### config.mk
export PLATFORM = sky130hd
export DESIGN_NAME = cbi980_i2s_tx
export DESIGN_NICKNAME = d
export VERILOG_FILES = /design/src/rtl/cbi980_pkg.sv /design/src/rtl/cbi980_bclk_gen.sv /design/src/rtl/cbi980_i2s_tx.sv
export SDC_FILE = /design/constraint.sdc
export NUM_CORES = 1
export LEC_CHECK = 0
export CELL_PAD_IN_SITES_DETAIL_PLACEMENT = 1
export CELL_PAD_IN_SITES_GLOBAL_PLACEMENT = 1
export CORE_MARGIN = 2
export CORE_UTILIZATION = 41
export CTS_CLUSTER_SIZE = 14
export DETAILED_ROUTE_END_ITERATION = 8
export GPL_TIMING_DRIVEN = 0
export PLACE_DENSITY = 0.76
export SYNTH_ARGS = -nofsm -noshare
export SYNTH_HDL_FRONTEND = slang
export SYNTH_SLANG_ARGS = --single-unit
### constraint.sdc
create_clock -name aclk -period 10.07 [get_ports aclk]
set_input_delay 1.5105 -clock aclk [delete_from_list [all_inputs] [get_ports aclk]]
set_output_delay 1.5105 -clock aclk [all_outputs]
set_load 0.01 [all_outputs]
### src/rtl/cbi980_pkg.sv
// Shared definitions for the CBI980 I2S transmit path: sequencer states,
// default geometry and frame-length helper.
package cbi980_pkg;

  typedef enum logic [1:0] {
    ST_IDLE = 2'd0,
    ST_RUN  = 2'd1,
    ST_STOP = 2'd2
  } state_t;

  localparam int DEF_SAMPLE_W   = 16;
  localparam int DEF_SLOT_W     = 32;
  localparam int DEF_DIV_W      = 8;
  localparam int DEF_FRAME_BITS = 2 * DEF_SLOT_W;

  // BCLK periods in one stereo frame (two channel slots).
  function automatic int frame_bits(input int slot_w);
    return 2 * slot_w;
  endfunction

endpackage

### src/rtl/cbi980_bclk_gen.sv
// BCLK generator: programmable half-period divider, bit clock register and
// a fall-tick strobe asserted in the cycle that drives BCLK from 1 to 0.
module cbi980_bclk_gen #(
  parameter int DIV_W = 8
) (
  input  logic             clk,
  input  logic             arst,
  input  logic             clr,
  input  logic             en,
  input  logic [DIV_W-1:0] div_max,
  output logic             bclk,
  output logic             fall_tick
);

  logic [DIV_W-1:0] cnt;
  logic             term;

  assign term      = en && (cnt == div_max);
  assign fall_tick = term && bclk;

  // Half-period counter; toggles BCLK at terminal count, clear restarts low.
  always_ff @(posedge clk or posedge arst) begin
    if (arst) begin
      cnt  <= '0;
      bclk <= 1'b0;
    end else if (clr) begin
      cnt  <= '0;
      bclk <= 1'b0;
    end else if (term) begin
      cnt  <= '0;
      bclk <= ~bclk;
    end else if (en) begin
      cnt  <= cnt + 1'b1;
    end
  end

endmodule

### src/rtl/cbi980_i2s_tx.sv
// CBI980 I2S transmit sequencer: one-entry sample-pair holding buffer,
// start/run/stop control and MSB-first I2S serialisation with the MSB one
// BCLK after the LRCK edge.
module cbi980_i2s_tx
  import cbi980_pkg::*;
#(
  parameter int SAMPLE_W = DEF_SAMPLE_W,
  parameter int SLOT_W   = DEF_SLOT_W,
  parameter int DIV_W    = DEF_DIV_W
) (
  input  logic                       aclk,
  input  logic                       arst,
  input  logic                       enable,
  input  logic [DIV_W-1:0]           clkdiv,
  input  logic                       s_valid,
  output logic                       s_ready,
  input  logic signed [SAMPLE_W-1:0] s_left,
  input  logic signed [SAMPLE_W-1:0] s_right,
  output logic                       busy,
  output logic                       underrun,
  output logic                       i2s_bclk,
  output logic                       i2s_lrck,
  output logic                       i2s_sdata
);

  localparam int FRAME_BITS = frame_bits(SLOT_W);
  localparam int F_W        = $clog2(FRAME_BITS);
  localparam int IDX_W      = (SAMPLE_W > 1) ? $clog2(SAMPLE_W) : 1;

  state_t                      state;
  logic [DIV_W-1:0]            div_q;
  logic [F_W-1:0]              f_q;
  logic                        full_q;
  logic signed [SAMPLE_W-1:0]  buf_l;
  logic signed [SAMPLE_W-1:0]  buf_r;
  logic signed [SAMPLE_W-1:0]  sh_l;
  logic signed [SAMPLE_W-1:0]  sh_r;

  logic                        fall_tick;
  logic                        start;
  logic                        wrap;
  logic                        stop_done;
  logic                        load;
  logic                        adv;
  logic                        wr;
  logic [F_W-1:0]              f_nxt;
  logic [F_W-1:0]              p_nxt;
  logic [IDX_W-1:0]            idx;
  logic                        lr_nxt;
  logic                        bit_nxt;

  assign s_ready   = ~full_q;
  assign wr        = s_valid && !full_q;
  assign start     = (state == ST_IDLE) && enable;
  assign wrap      = fall_tick && (f_q == F_W'(FRAME_BITS - 1));
  assign stop_done = (state == ST_STOP) && !enable && wrap;
  // A wrap reloads unless the sequencer is finishing a stop.
  assign load      = start || (wrap && !stop_done);
  assign adv       = start || fall_tick;

  cbi980_bclk_gen #(
    .DIV_W (DIV_W)
  ) u_bclk_gen (
    .clk       (aclk),
    .arst      (arst),
    .clr       (start || stop_done),
    .en        (busy),
    .div_max   (div_q),
    .bclk      (i2s_bclk),
    .fall_tick (fall_tick)
  );

  // Next frame position and the serial bit/word select it implies.
  always_comb begin
    f_nxt   = '0;
    lr_nxt  = 1'b0;
    p_nxt   = '0;
    idx     = '0;
    bit_nxt = 1'b0;
    if (!start && !wrap) f_nxt = f_q + 1'b1;
    lr_nxt = (f_nxt >= F_W'(SLOT_W));
    p_nxt  = lr_nxt ? (f_nxt - F_W'(SLOT_W)) : f_nxt;
    if ((p_nxt != '0) && (p_nxt <= F_W'(SAMPLE_W))) begin
      idx     = IDX_W'(SAMPLE_W - int'(p_nxt));
      bit_nxt = lr_nxt ? sh_r[idx] : sh_l[idx];
    end
  end

  // Sequencer FSM, frame counter, buffer flag and registered I2S outputs.
  always_ff @(posedge aclk or posedge arst) begin
    if (arst) begin
      state     <= ST_IDLE;
      busy      <= 1'b0;
      div_q     <= '0;
      f_q       <= '0;
      full_q    <= 1'b0;
      underrun  <= 1'b0;
      i2s_lrck  <= 1'b0;
      i2s_sdata <= 1'b0;
    end else begin
      underrun <= 1'b0;
      case (state)
        ST_IDLE: if (enable) begin
          state <= ST_RUN;
          busy  <= 1'b1;
        end
        ST_RUN: if (!enable) state <= ST_STOP;
        ST_STOP: begin
          if (enable) begin
            state <= ST_RUN;
          end else if (wrap) begin
            state <= ST_IDLE;
            busy  <= 1'b0;
          end
        end
        default: begin
          state <= ST_IDLE;
          busy  <= 1'b0;
        end
      endcase
      if (start) div_q <= clkdiv;
      if (adv) begin
        f_q       <= f_nxt;
        i2s_lrck  <= lr_nxt;
        i2s_sdata <= bit_nxt;
      end
      if (load && !full_q) underrun <= 1'b1;
      if (load && full_q) begin
        full_q <= 1'b0;
      end else if (wr) begin
        full_q <= 1'b1;
      end
    end
  end

  // Sample storage: buffer capture on handshake, shift registers on frame load.
  always_ff @(posedge aclk) begin
    if (wr) begin
      buf_l <= s_left;
      buf_r <= s_right;
    end
    if (load) begin
      sh_l <= full_q ? buf_l : '0;
      sh_r <= full_q ? buf_r : '0;
    end
  end

endmodule
Word-level counts from Yosys, hierarchy flattened. Cells that the tools add are included.

Bits in registers: 94. Bits in latches: 0. Memory bits (writable): 0. Memory bits (read-only): 0. Input bits: 44. Output and inout port bits: 6. Memories kept: 0.

$add $sub $neg: 4. Multiply operators: 0. Div/mod/pow operators: 0. $lt $le $gt $ge: 3. Equal/unequal tests: 9. Shifts and indexed selects: 0. Multiplexer cells: 25. Bitwise gates (word level): 3. Reduce and logical (&&, ||, !) cells: 27.

Operator list (count): $mux W8 (3); $logic_and A1 B1 Y1 (12); $mux W1 (12); $mux W6 (2); $add A8 B1 Y8 const B (1); $bmux W1 S4 (2); $eq A8 B8 Y1 (1); $mux W2 (4); $ne A2 B2 Y1 const B (4); $add A6 B1 Y6 const B (1); $eq A6 B6 Y1 const B (1); $ge A6 B6 Y1 const B (1); $le A6 B5 Y1 const B (1); $pmux W2 S3 (1); $reduce_bool A6 Y1 (1); $sub A6 B6 Y6 const B (1); $logic_not A1 Y1 (5); $lt A4 B5 Y1 const B (1); $reduce_and A4 Y1 (1); $reduce_bool A2 Y1 (2); $sub A1 B4 Y4 const A (1); $logic_or A1 B1 Y1 (3); $ne A3 B3 Y1 const B (1); $not A1 Y1 (3); 6 further kinds (6).

Longest topological paths before layout. Gate-level depths: netlist of the first run.

Depth in word-level cells: 14. Mapped depth: 12. Gate-level depth less buffers: 12.

Cells and area by module. A second synthesis of the first run with hierarchy kept.

Cells, all modules: 315. Area total of the unflattened synthesis: 4189.0 um^2.

By module, submodules not included: cbi980_i2s_tx (instances 1, cells an instance 256, area each 3619.7 um^2, sequential area each 2447.3 um^2); cbi980_bclk_gen (instances 1, cells an instance 59, area each 569.3 um^2, sequential area each 225.2 um^2).

Worst setup path after synthesis of the first run. Ideal clock, no wire load.

Path kind: input to register. From: input port enable. To: register sh_l[0] (enable). Setup time: 435 ps. Arrival: 3969 ps. Slack: 5667 ps. Cell stages on the path: 4. Buffers on the path: 1. Path through: nor3b_1 -> clkbuf_1 -> nor2_1 -> a21oi_1.

Word-level cells in the longest chain between the ends: 6.

Ends and longest elaborated chain: from (decl) (line cbi980_i2s_tx.sv:13) `input logic enable,`; $logic_not A1 Y1; $logic_and A1 B1 Y1 (2 in series) (line cbi980_i2s_tx.sv:56) `assign stop_done = (state == ST_STOP) && !enable && wrap;`; $logic_not A1 Y1 (line cbi980_i2s_tx.sv:58) `assign load = start || (wrap && !stop_done);`; $logic_and A1 B1 Y1 (line cbi980_i2s_tx.sv:58); $logic_or A1 B1 Y1 (*) (line cbi980_i2s_tx.sv:58); to (signal assigned) (line cbi980_i2s_tx.sv:143) `sh_l <= full_q ? buf_l : '0;`; to (decl) (line cbi980_i2s_tx.sv:36) `logic signed [SAMPLE_W-1:0] sh_l;`.

Mark *: on every way between the ends. The rest lies on a longest branch, timed or not. A chain may end at the register's enable or synchronous reset.

Final worst setup path of the first run.
From: input port enable. To: register i2s_sdata.

Word-level cells in the longest chain between the ends: 11.

Ends and longest elaborated chain: $logic_and A1 B1 Y1 (*) (line cbi980_i2s_tx.sv:54) `assign start = (state == ST_IDLE) && enable;`; $logic_not A1 Y1 (line cbi980_i2s_tx.sv:80) `if (!start && !wrap) f_nxt = f_q + 1'b1;`; $logic_and A1 B1 Y1 (line cbi980_i2s_tx.sv:80); $mux W6 (line cbi980_i2s_tx.sv:80); $sub A6 B6 Y6 or $ge A6 B6 Y1 (tied branches) (line cbi980_i2s_tx.sv:82, cbi980_i2s_tx.sv:81); $mux W6 (line cbi980_i2s_tx.sv:82) `p_nxt = lr_nxt ? (f_nxt - F_W'(SLOT_W)) : f_nxt;`; $sub A1 B4 Y4 (line cbi980_i2s_tx.sv:84) `idx = IDX_W'(SAMPLE_W - int'(p_nxt));`; $bmux W1 S4 (line cbi980_i2s_tx.sv:85) `bit_nxt = lr_nxt ? sh_r[idx] : sh_l[idx];`; $mux W1 (not written as such) (line cbi980_i2s_tx.sv:85); $mux W1 (line cbi980_i2s_tx.sv:85); $mux W1 (line cbi980_i2s_tx.sv:83) `if ((p_nxt != '0) && (p_nxt <= F_W'(SAMPLE_W))) begin`; to (signal assigned) (line cbi980_i2s_tx.sv:125) `i2s_sdata <= bit_nxt;`; to (decl) (line cbi980_i2s_tx.sv:23) `output logic i2s_sdata`.

Mark *: on every way between the ends. The rest lies on a longest branch, timed or not. The select of a mux whose other input is x is not followed.

==> results.cfg, run 1 <==
[yosys]
synth_ff_type = edfxtp_1
synth_edf_count = 64
synth.top_cells.by_area = edfxtp_1 (47%), dfrtp_1 (18%), and2_1 (5.2%), mux4_1 (5.2%), xnor2_1 (3.7%)
ys_warn_count = 0
syn_nets = 327
synth_cell_types = 49
synth_seq_cells = 94
synth_area_sq_um = 4063
syn_inst = 280
yosysSeqAreaShare = 0.6578
synth_largest_area_cell = edfxtp_1
async_flop_share = 0.3191
synth_top_area_frac = 0.4731
avgSynthCellArea_sq_um = 14.51
synth_most_common_cell = edfxtp_1
ys_top_cells_by_count = edfxtp_1 (64), and2_1 (34), dfrtp_1 (30)

[power_and_ir_drop]
peakVddDrop_v = 0.0001511
p_leak_nw = 1.864
power_density_nw_per_um2 = 212.9

[timing]
finalSetupViolCount = 0
hold_ws_ns = 0.5343
clock.fmax_ghz = 0.2031
worstMarginPinSlew_ns = 1.197
hold_viol = 0
setup_ws_ns = 5.147
slew_viol_final = 0
setup_tns_ns = 0
slew-limit-headroom = 0.2011
period_minus_slack_ns = 4.923
clock_skew_ns = 0.008976
rsz0062_at_grt = no
fin_crit_sh = 0.4889

[route]
drtAntennaViolNets = 0
via_per_inst = 4.963
drt_iter0_drc = 105
drt-pass1-iter-count = 4
wirelength_mm = 7.681
routedWlPerCell_microns = 16.00
drcViolationCount = 0
vias = 2382

[worst_hold_path]
hold_depth = 1
min_to = sh_l[0]
hp-class = reg2reg
min_from = buf_l[0]

[setup_path]
path_cells = clkdlybuf4s50_1 -> nor3b_1 -> clkbuf_1 -> nor2_1 -> nand2_1 -> ha_1 -> buf_2 -> mux4_1 -> mux2_2 -> a211oi_1 -> nor3_1
crit_slowest_cell = mux4_1
cp_top_family = buffers and inverters
rr_startpoint = f_q[0]
worstSetupStartpoint = enable
critical_path.max_stage_delay_ns = 0.64
critical_path_class = in2reg
worst-r2r-setup-slack_ns = 6.36
r2r_end = i2s_sdata
critical_path.max_fanout = 10
end_kind = flip-flop
path_buf_inv = 3
r2r_cells = 12
critical_path_depth = 11
crit_arrival_ns = 5.17
critPathLaunchType = input pin
required_ns = 10.32

[floorplanning]
io_pins = 50
die-area_sq_um = 10720
core_area_sq_um = 9684
initial_core_util = 0.4195
die_w_microns = 103.5
die-height_microns = 103.5
rows = 36

[grt]
antenna_found_initial = 0
grt_max_degree = 35
track_usage = 0.1594
overflow = 0
grt_pass1_wl_mm = 13.23
grt_pass1_vias = 2643

[clock_network]
numCtsBuffers = 9
hold_buffers = 0
path_clk_slew_ns = 0.09
cts_tree = yes
cts_root_buf = clkbuf_8
ctsResizeCount = 0
clk_latency_ns = 0.37
clockBufferDepth = 2
post_cts_buffers = 0
htreeDepth = 3
cts.sinks = 94

[finish]
antennaDiodeCount = 0
area.growth.synth_to_final_pct = 23.01
fin_nets = 389
instances_no_fill = 480
utilization = 0.5160
drive_gt1_frac = 0.1124

[placed_design]
dp_hpwl_mm = 5.434
pre_cts_ws_ns = 4.761
portBuffers = 49
place_inst = 464
gp_congestion = 0.8032

[outcome]
status = completed

[run]
drv_cap = 0
==> layout by cell type, fill, tap and decap left out, types with 3 or more instances in the layout <==
| master | synthesis | final |
|---|---|---|
| edfxtp_1 | 64 | 64 |
| clkdlybuf4s50_1 | 0 | 49 |
| and2_1 | 34 | 34 |
| dfrtp_1 | 30 | 30 |
| nor2_1 | 21 | 21 |
| xnor2_1 | 17 | 17 |
| mux2_2 | 9 | 9 |
| clkbuf_8 | 0 | 9 |
| nand2_1 | 8 | 8 |
| mux4_1 | 8 | 8 |
| clkbuf_1 | 5 | 7 |
| xor2_1 | 7 | 7 |
| a21oi_1 | 8 | 7 |
| nand3_1 | 6 | 6 |
| inv_1 | 5 | 5 |
| o21ai_0 | 5 | 5 |
| nor3b_1 | 4 | 4 |
| nor3_1 | 4 | 4 |
| and3_1 | 3 | 3 |
| ha_1 | 3 | 3 |
==> flip-flops by register name, indices dropped and copies added (netlist names), 2 cells and up <==
| signal | count |
|---|---|
| sh_l | 16 |
| sh_r | 16 |
| u_bclk_gen.cnt | 8 |
| buf_r | 16 |
| div_q | 8 |
| f_q | 6 |
| state | 2 |
| buf_l | 16 |
==> through the flow <==
step | cell area, sq um | total power, mW
6_report | 4997 | 1.064
5_1_grt | 4997 | 1.126
4_1_cts | 4997 | 1.078
3_5_place_dp | 4781 | 0.8037
3_3_place_gp | 4720 | 0.7810
2_1_floorplan | 4063 | 0.7093
==> power breakdown <==
part | internal (mW) | total, mW | switching (mW)
Combinational | 0.137 | 0.265 | 0.128
Clock | 0.141 | 0.273 | 0.132
Sequential | 0.487 | 0.525 | 0.0376
==> cell type report <==
cell class	instances	area (sq um)
Buffer	9	47.55
Multi-Input combinational cell	172	1338
Fill cell	955	4687
Timing Repair Buffer	51	538.0
Clock buffer	11	131.4
Tap cell	133	166.4
Clock inverter	5	85.08
Inverter	5	18.77
Sequential cell	94	2673
==> routing by layer <==
layer | global-route usage | share of wire | up-vias
li1 | - | - | 1146
met1 | 0.1823 | 0.42 | 1183
met2 | 0.2819 | 0.52 | 44
met3 | 0.05286 | 0.042 | 9
met4 | 0.05212 | 0.014 | 0
met5 | 0 | 0 | -
==> logic make-up after synthesis <==
| group | after synthesis | synth area share |
|---|---|---|
| xor+xnor | 24 | 0.05174 |
| compound gates | 27 | 0.04405 |
| simple gates | 99 | 0.1392 |
| mux | 19 | 0.08161 |
| flops | 94 | 0.6578 |
| fa+ha+maj | 3 | 0.009240 |
| buf+inv | 14 | 0.01632 |
==> worst max-delay path by stage <==
| stage | endpoint | slack (ns) |
|---|---|---|
| global route | i2s_sdata | 4.84 |
| CTS | i2s_sdata | 5.09 |
| global placement | sh_l[12] | 4.04 |
| floorplan | sh_l[0] | 5.67 |
| finish | i2s_sdata | 5.15 |
| detailed placement | i2s_sdata | 4.76 |
(Power assumes the default switching activity.)
==> run 2: changes to the inputs <==
==> constraint.sdc (replaced) <==
create_clock -name aclk -period 4.7 [get_ports aclk]
set_input_delay 0.705 -clock aclk [delete_from_list [all_inputs] [get_ports aclk]]
set_output_delay 0.705 -clock aclk [all_outputs]
set_load 0.01 [all_outputs]
==> results of run 2 <==
The final DEF is identical to that of run 1. Status: completed.
Among the figures that moved: setup slack after placement 4.761 ns -> 0.1964 ns; setup slack after layout 5.147 ns -> 0.5822 ns; register-to-register setup slack 6.36 ns -> 0.99 ns; total power 1.064 mW -> 2.279 mW; worst IR drop on VDD 0.0001511 V -> 0.0003236 V
==> edit 1, RTL diff (settings of run 1) <==
Set the package constant `DEF_SLOT_W` to 64 (it was 32).
--- a/src/rtl/cbi980_pkg.sv
+++ b/src/rtl/cbi980_pkg.sv
@@ -10,5 +10,5 @@
 
   localparam int DEF_SAMPLE_W   = 16;
-  localparam int DEF_SLOT_W     = 32;
+  localparam int DEF_SLOT_W     = 64;
   localparam int DEF_DIV_W      = 8;
   localparam int DEF_FRAME_BITS = 2 * DEF_SLOT_W;
Behaviour: same outputs for any inputs over 10 cycles, from zero or initial values and one cycle with arst high; that may be too few to reach the edited logic, so the function may still have changed.
==> edit 1 against run 1 <==
Cell area up 2.2%. Total power down 4.7%. Setup slack worse by 30 ps. Via count up 12%. Register-to-register slack worse by 610 ps. Routed wire length up 11%. Maximum frequency down 0.60%. Critical endpoint unchanged. Area after synthesis up 3.8%. First-iteration DRC count down 26%. Hold slack worse by 24 ps. Combinational power down 5%. Sequential cell count unchanged.
==> edit 1: results (changes against run 1) <==
- Status: finished clean
- # resized after CTS: 0 (unchanged)
* Most frequent cells after synthesis: edfxtp_1 (64), nand2_1 (40), and2_1 (33)
- Final WL: 8522 um (+11%)
* Largest net degree at the start of global routing: 35 (unchanged)
* Synth area leaders: edfxtp_1 (46%), dfrtp_1 (18%), and2_1 (4.9%)
* Root buffer cell: clkbuf_8
* Number of flops mapped to enable cells by yosys: 64 (unchanged)
- The buffer count from post-CTS setup fixing came to 0 (unchanged).
* Share of final-layout standard cells stronger than drive strength 1: 8.229% (-3.0 points)
- The worst-path maximum fanout was 10 (unchanged).
- Proportion of synthesized flip-flops having asynchronous set or reset: 31.91% (unchanged)
* Fraction of the cycle the final worst path needs: 49.18% (+0.29 points)
* Data arrival time at the worst-slack endpoint: 5270 ps (+100 ps)
- Number of buffers between clock root and the deepest sink: 2 (unchanged)
- Cts bufs inserted: 9 (unchanged)
- Number of violations reported at the end of detailed-routing iteration 0: 78 (-26%)
- The number of placed cells counting well taps is 520 (+12%).
- Number of detailed-routing iterations run before antenna repair: 4 (unchanged)
* Antenna diode count: 0 (unchanged)
- The clock transition time at the flip-flop clock pins of the worst setup and hold paths was 90 ps (about the same).
- The post-synthesis area per instance came to 12.63 um2 (-13%).
- The number of DRC violations after detailed routing came to 0 (unchanged).
- WHS: 510.2 ps (-24.12 ps)
* Total Nets Final: 443 (+14%)
- Count of distinct cell types in the synthesized netlist: 49 (unchanged)
* Skew final: 9.467 ps (+0.4905 ps)
- The post-place setup slack came to 4761 ps (+0.3200 ps).
* Critical path's slowest cell: mux4_1
* Non-filler instance count after layout: 537 (+12%)
* Net count of the mapped netlist: 381 (+17%)
* Max IR drop VDD: 0.0001326 V (-12%)
* Overall Global Routing Usage: 16.84% (+0.90 points)
* Number of antenna violations at the first check in global routing: 0 (unchanged)
- The final estimated routing congestion in global placement is 0.7531 (-6.2%).
* H-tree depth: 3 (unchanged)
- Static Leak: 0.001927 uW (+3.4%)
* Least-Margin Pin Slew: 851.5 ps (-345.6 ps)
- Largest incremental delay on the critical path: 660 ps (+20 ps)
- Via count of the first global-routing pass: 2945 (+11%)
- Post-detailed-placement half-perimeter wirelength: 6243 um (+15%)
* Share of the yosys chip area belonging to registers: 63.36% (-2.4 points)
- The clock insertion delay at the later pin of the skew report came to 370 ps (about the same).
- The number of vias per cell was 4.963 (about the same).
- FF-to-FF setup slack: 5750 ps (-610 ps)
- The first-pass GRT wire length is 14530 um (+9.8%).
-- edit 1: layout make-up --
class	instances	area, um2
inverters	14	52.55
clock inverters	5	60.06
multi-input cells	214	1441
repair buffers	51	525.5
well taps	136	170.2
plain buffers	12	55.05
clock buffers	11	131.4
flip-flops and latches	94	2673
fillers	1039	5030
-- edit 1: through the flow --
step           total power, uW  util [%]  instance area (um2)
4_1_cts                   1027     50.18                 5087
3_5_place_dp             776.9     48.29                 4896
5_1_grt                   1072     50.39                 5109
6_report                  1013     50.39                 5109
2_1_floorplan            686.3         -                 4218
3_3_place_gp             760.5     48.12                 4878
-- edit 1: per-layer routing --
layer,vias to the layer above,part of all wire (%),track usage (%)
li1,1301,-,-
met1,1304,43,19.75
met2,51,52,29.77
met3,9,4.2,4.886
met4,0,1.3,5.143
met5,-,0,0
-- edit 1: path summary, 6_finish.rpt --
path	endpoint	cells after the start	startpoint
worst max-delay path	i2s_sdata$_DFFE_PP0P_	13	enable
worst min-delay path	div_q[0]$_DFFE_PP0P_	2	div_q[0]$_DFFE_PP0P_
worst max register to register	i2s_sdata$_DFFE_PP0P_	13	f_q[0]$_DFFE_PP0P_
worst min register to register	div_q[0]$_DFFE_PP0P_	2	div_q[0]$_DFFE_PP0P_
max in group asynchronous	u_bclk_gen.cnt[3]$_DFFE_PP0P_	3	arst
min in group asynchronous	f_q[2]$_DFFE_PP0P_	2	arst
-- edit 1: power breakdown --
part / internal, uW / switching [uW]
Clock: 116 / 133
Sequential: 480 / 33.8
Combinational: 121 / 130
-- edit 1: cell families after synthesis --
logic type,after synthesis,share of synthesized area (%)
AOI/OAI and AO/OA,37,5.726
DFF,94,63.36
muxes,9,4.420
xor gates and xnor gates,21,4.361
buffers and inverters,26,2.551
adders and majority gates,3,0.8900
and+or+nand+nor,144,18.69
-- edit 1: worst max-delay path, delay by kind of cell --
family	cells	cell delay [ps]
buffers and inverters	4	1790
and+or+nand+nor	5	840
AOI/OAI and AO/OA	2	310
muxes	1	660
adders and majority gates	1	140
==> edit 2, RTL diff (config.mk and constraints of run 1) <==
Without the edit above. Put one more register stage on the output `underrun`, cleared by the reset. The value now appears one clock later. The other outputs are not delayed to match.
--- a/src/rtl/cbi980_i2s_tx.sv
+++ b/src/rtl/cbi980_i2s_tx.sv
@@ -27,4 +27,6 @@
   localparam int F_W        = $clog2(FRAME_BITS);
   localparam int IDX_W      = (SAMPLE_W > 1) ? $clog2(SAMPLE_W) : 1;
+
+  logic underrun_s0;
 
   state_t                      state;
@@ -95,9 +97,9 @@
       f_q       <= '0;
       full_q    <= 1'b0;
-      underrun  <= 1'b0;
+      underrun_s0 <= 1'b0;
       i2s_lrck  <= 1'b0;
       i2s_sdata <= 1'b0;
     end else begin
-      underrun <= 1'b0;
+      underrun_s0 <= 1'b0;
       case (state)
         ST_IDLE: if (enable) begin
@@ -125,5 +127,5 @@
         i2s_sdata <= bit_nxt;
       end
-      if (load && !full_q) underrun <= 1'b1;
+      if (load && !full_q) underrun_s0 <= 1'b1;
       if (load && full_q) begin
         full_q <= 1'b0;
@@ -146,3 +148,11 @@
   end
 
+  always_ff @(posedge aclk or posedge arst) begin
+    if (arst) begin
+      underrun <= '0;
+    end else begin
+      underrun <= underrun_s0;
+    end
+  end
+
 endmodule
Function: changed (a bounded check fails within 4 cycles, from zero or initial values and one cycle with arst high).
==> edit 2 against run 1 <==
Total power rose by 0.31%. Critical path type unchanged. Maximum frequency increased by 1.3%. Critical endpoint unchanged. Sequential cell count grew 1. Cell area up 0.73%. Core utilization is 0.13 points higher. Routed wire length is 2.7% lower. Area after synthesis is 0.62% higher. Highest routed layer unchanged. Setup slack gained 61 ps.
==> edit 2: results (changes against run 1) <==
- The non-clock inverter instance count of the final layout is 5 (unchanged).
- The count of clock tree sinks is 95 (+1.1%).
- The net count of the finished layout came to 391 (+0.51%).
- The run finished with clean final reports.
* Depth of the worst hold-timing path: 0 (-1)
- The DRC violation total after the first TritonRoute iteration is 72 (-31%).
- Max IR drop VDD: 0.0001043 V (-31%)
* Antenna diode count: 0 (unchanged)
- The routed wirelength normalized by instance count came to 15.51 um (-3.1%).
- Cell total after placement: 465 (+0.22%)
* Register fraction of the total cell area: 53.59% (+0.11 points)
- The final standard cell count with taps included and fillers excluded came to 482 (+0.42%).
- Post-detailed-placement half-perimeter wirelength: 5419 um (-0.27%)
- By area the synthesized netlist is led by edfxtp_1 (47%), dfrtp_1 (19%), and2_1 (5.2%).
* Most frequent cells after synthesis: edfxtp_1 (64), and2_1 (34), dfrtp_1 (31)
- For hold timing, the worst endpoint is underrun$_DFF_PP0_.
- Cts bufs inserted: 9 (unchanged)
- The worst hold slack is 362.7 ps (-171.6 ps).
* Multi-input combinational cell count: 172 (unchanged)
* Non-clock buffer contribution to total cell area: 11.78% (+0.065 points)
* Wire length of the first global-routing pass: 13060 um (-1.3%)
- The post-place setup slack came to 4769 ps (+8.150 ps).
- Net count of the mapped netlist: 328 (+0.31%)
- Skew final: 9.856 ps (+0.8794 ps)
* Area fraction of clock buffers and clock inverters: 4.375% (+0.043 points)
- The proportion of layout cells with a drive suffix above 1 came to 12.03% (+0.80 points).
* Least-Margin Pin Slew: 634.3 ps (-562.8 ps)
* Routed via count divided by cell count: 4.963 (about the same)
- The arrival time at the worst endpoint was 5110 ps (-60 ps).
- Clock tree synthesis selected as its root buffer the cell clkbuf_8.
- Overall Global Routing Usage: 15.42% (-0.52 points)
- In this run the most critical hold path is launched from underrun_s0$_DFF_PP0_.
- Static Leak: 0.001885 uW (+1.1%)
* Mean instance size in the synthesized netlist: 14.55 um2 (+0.26%)
- The async set or reset register ratio after synthesis is 32.63% (+0.72 points).
- Final GP Congestion: 0.8154 (+1.5%)
- Via count of the first global-routing pass: 2632 (-0.42%)
[edit 2: metrics by stage]
stage	utilization [%]	power (uW)	area, um2
floorplan	-	714.0	4088
global placement	48.77	786.5	4745
detailed placement	49.27	807.0	4793
CTS	51.53	1084	5014
global route	51.74	1132	5034
finish	51.74	1067	5034
[edit 2: kinds of logic (layout without fill, tap and decap cells)]
family,Yosys count,in the layout,share of synthesized area [%]
compound gates,27,27,4.378
flops,95,95,65.99
simple gates,99,99,13.84
fa+ha+maj,3,3,0.9184
buf+inv,14,82,1.622
xor+xnor,24,24,5.142
mux,19,19,8.111
[edit 2: power breakdown]
part	switching [uW]	leakage (uW)	total (uW)	internal [uW]
Combinational	128	0.000780	263	135
Clock	135	0.000110	276	141
Sequential	36.2	0.000995	528	492
[edit 2: layer usage]
metal | track usage [%] | part of all wire, % | vias up
met1 | 18.68 | 44 | 1190
met3 | 3.321 | 3.0 | 12
met4 | 6.178 | 1.8 | 0
met5 | 0 | 0 | -
li1 | - | - | 1149
met2 | 26.83 | 51 | 41
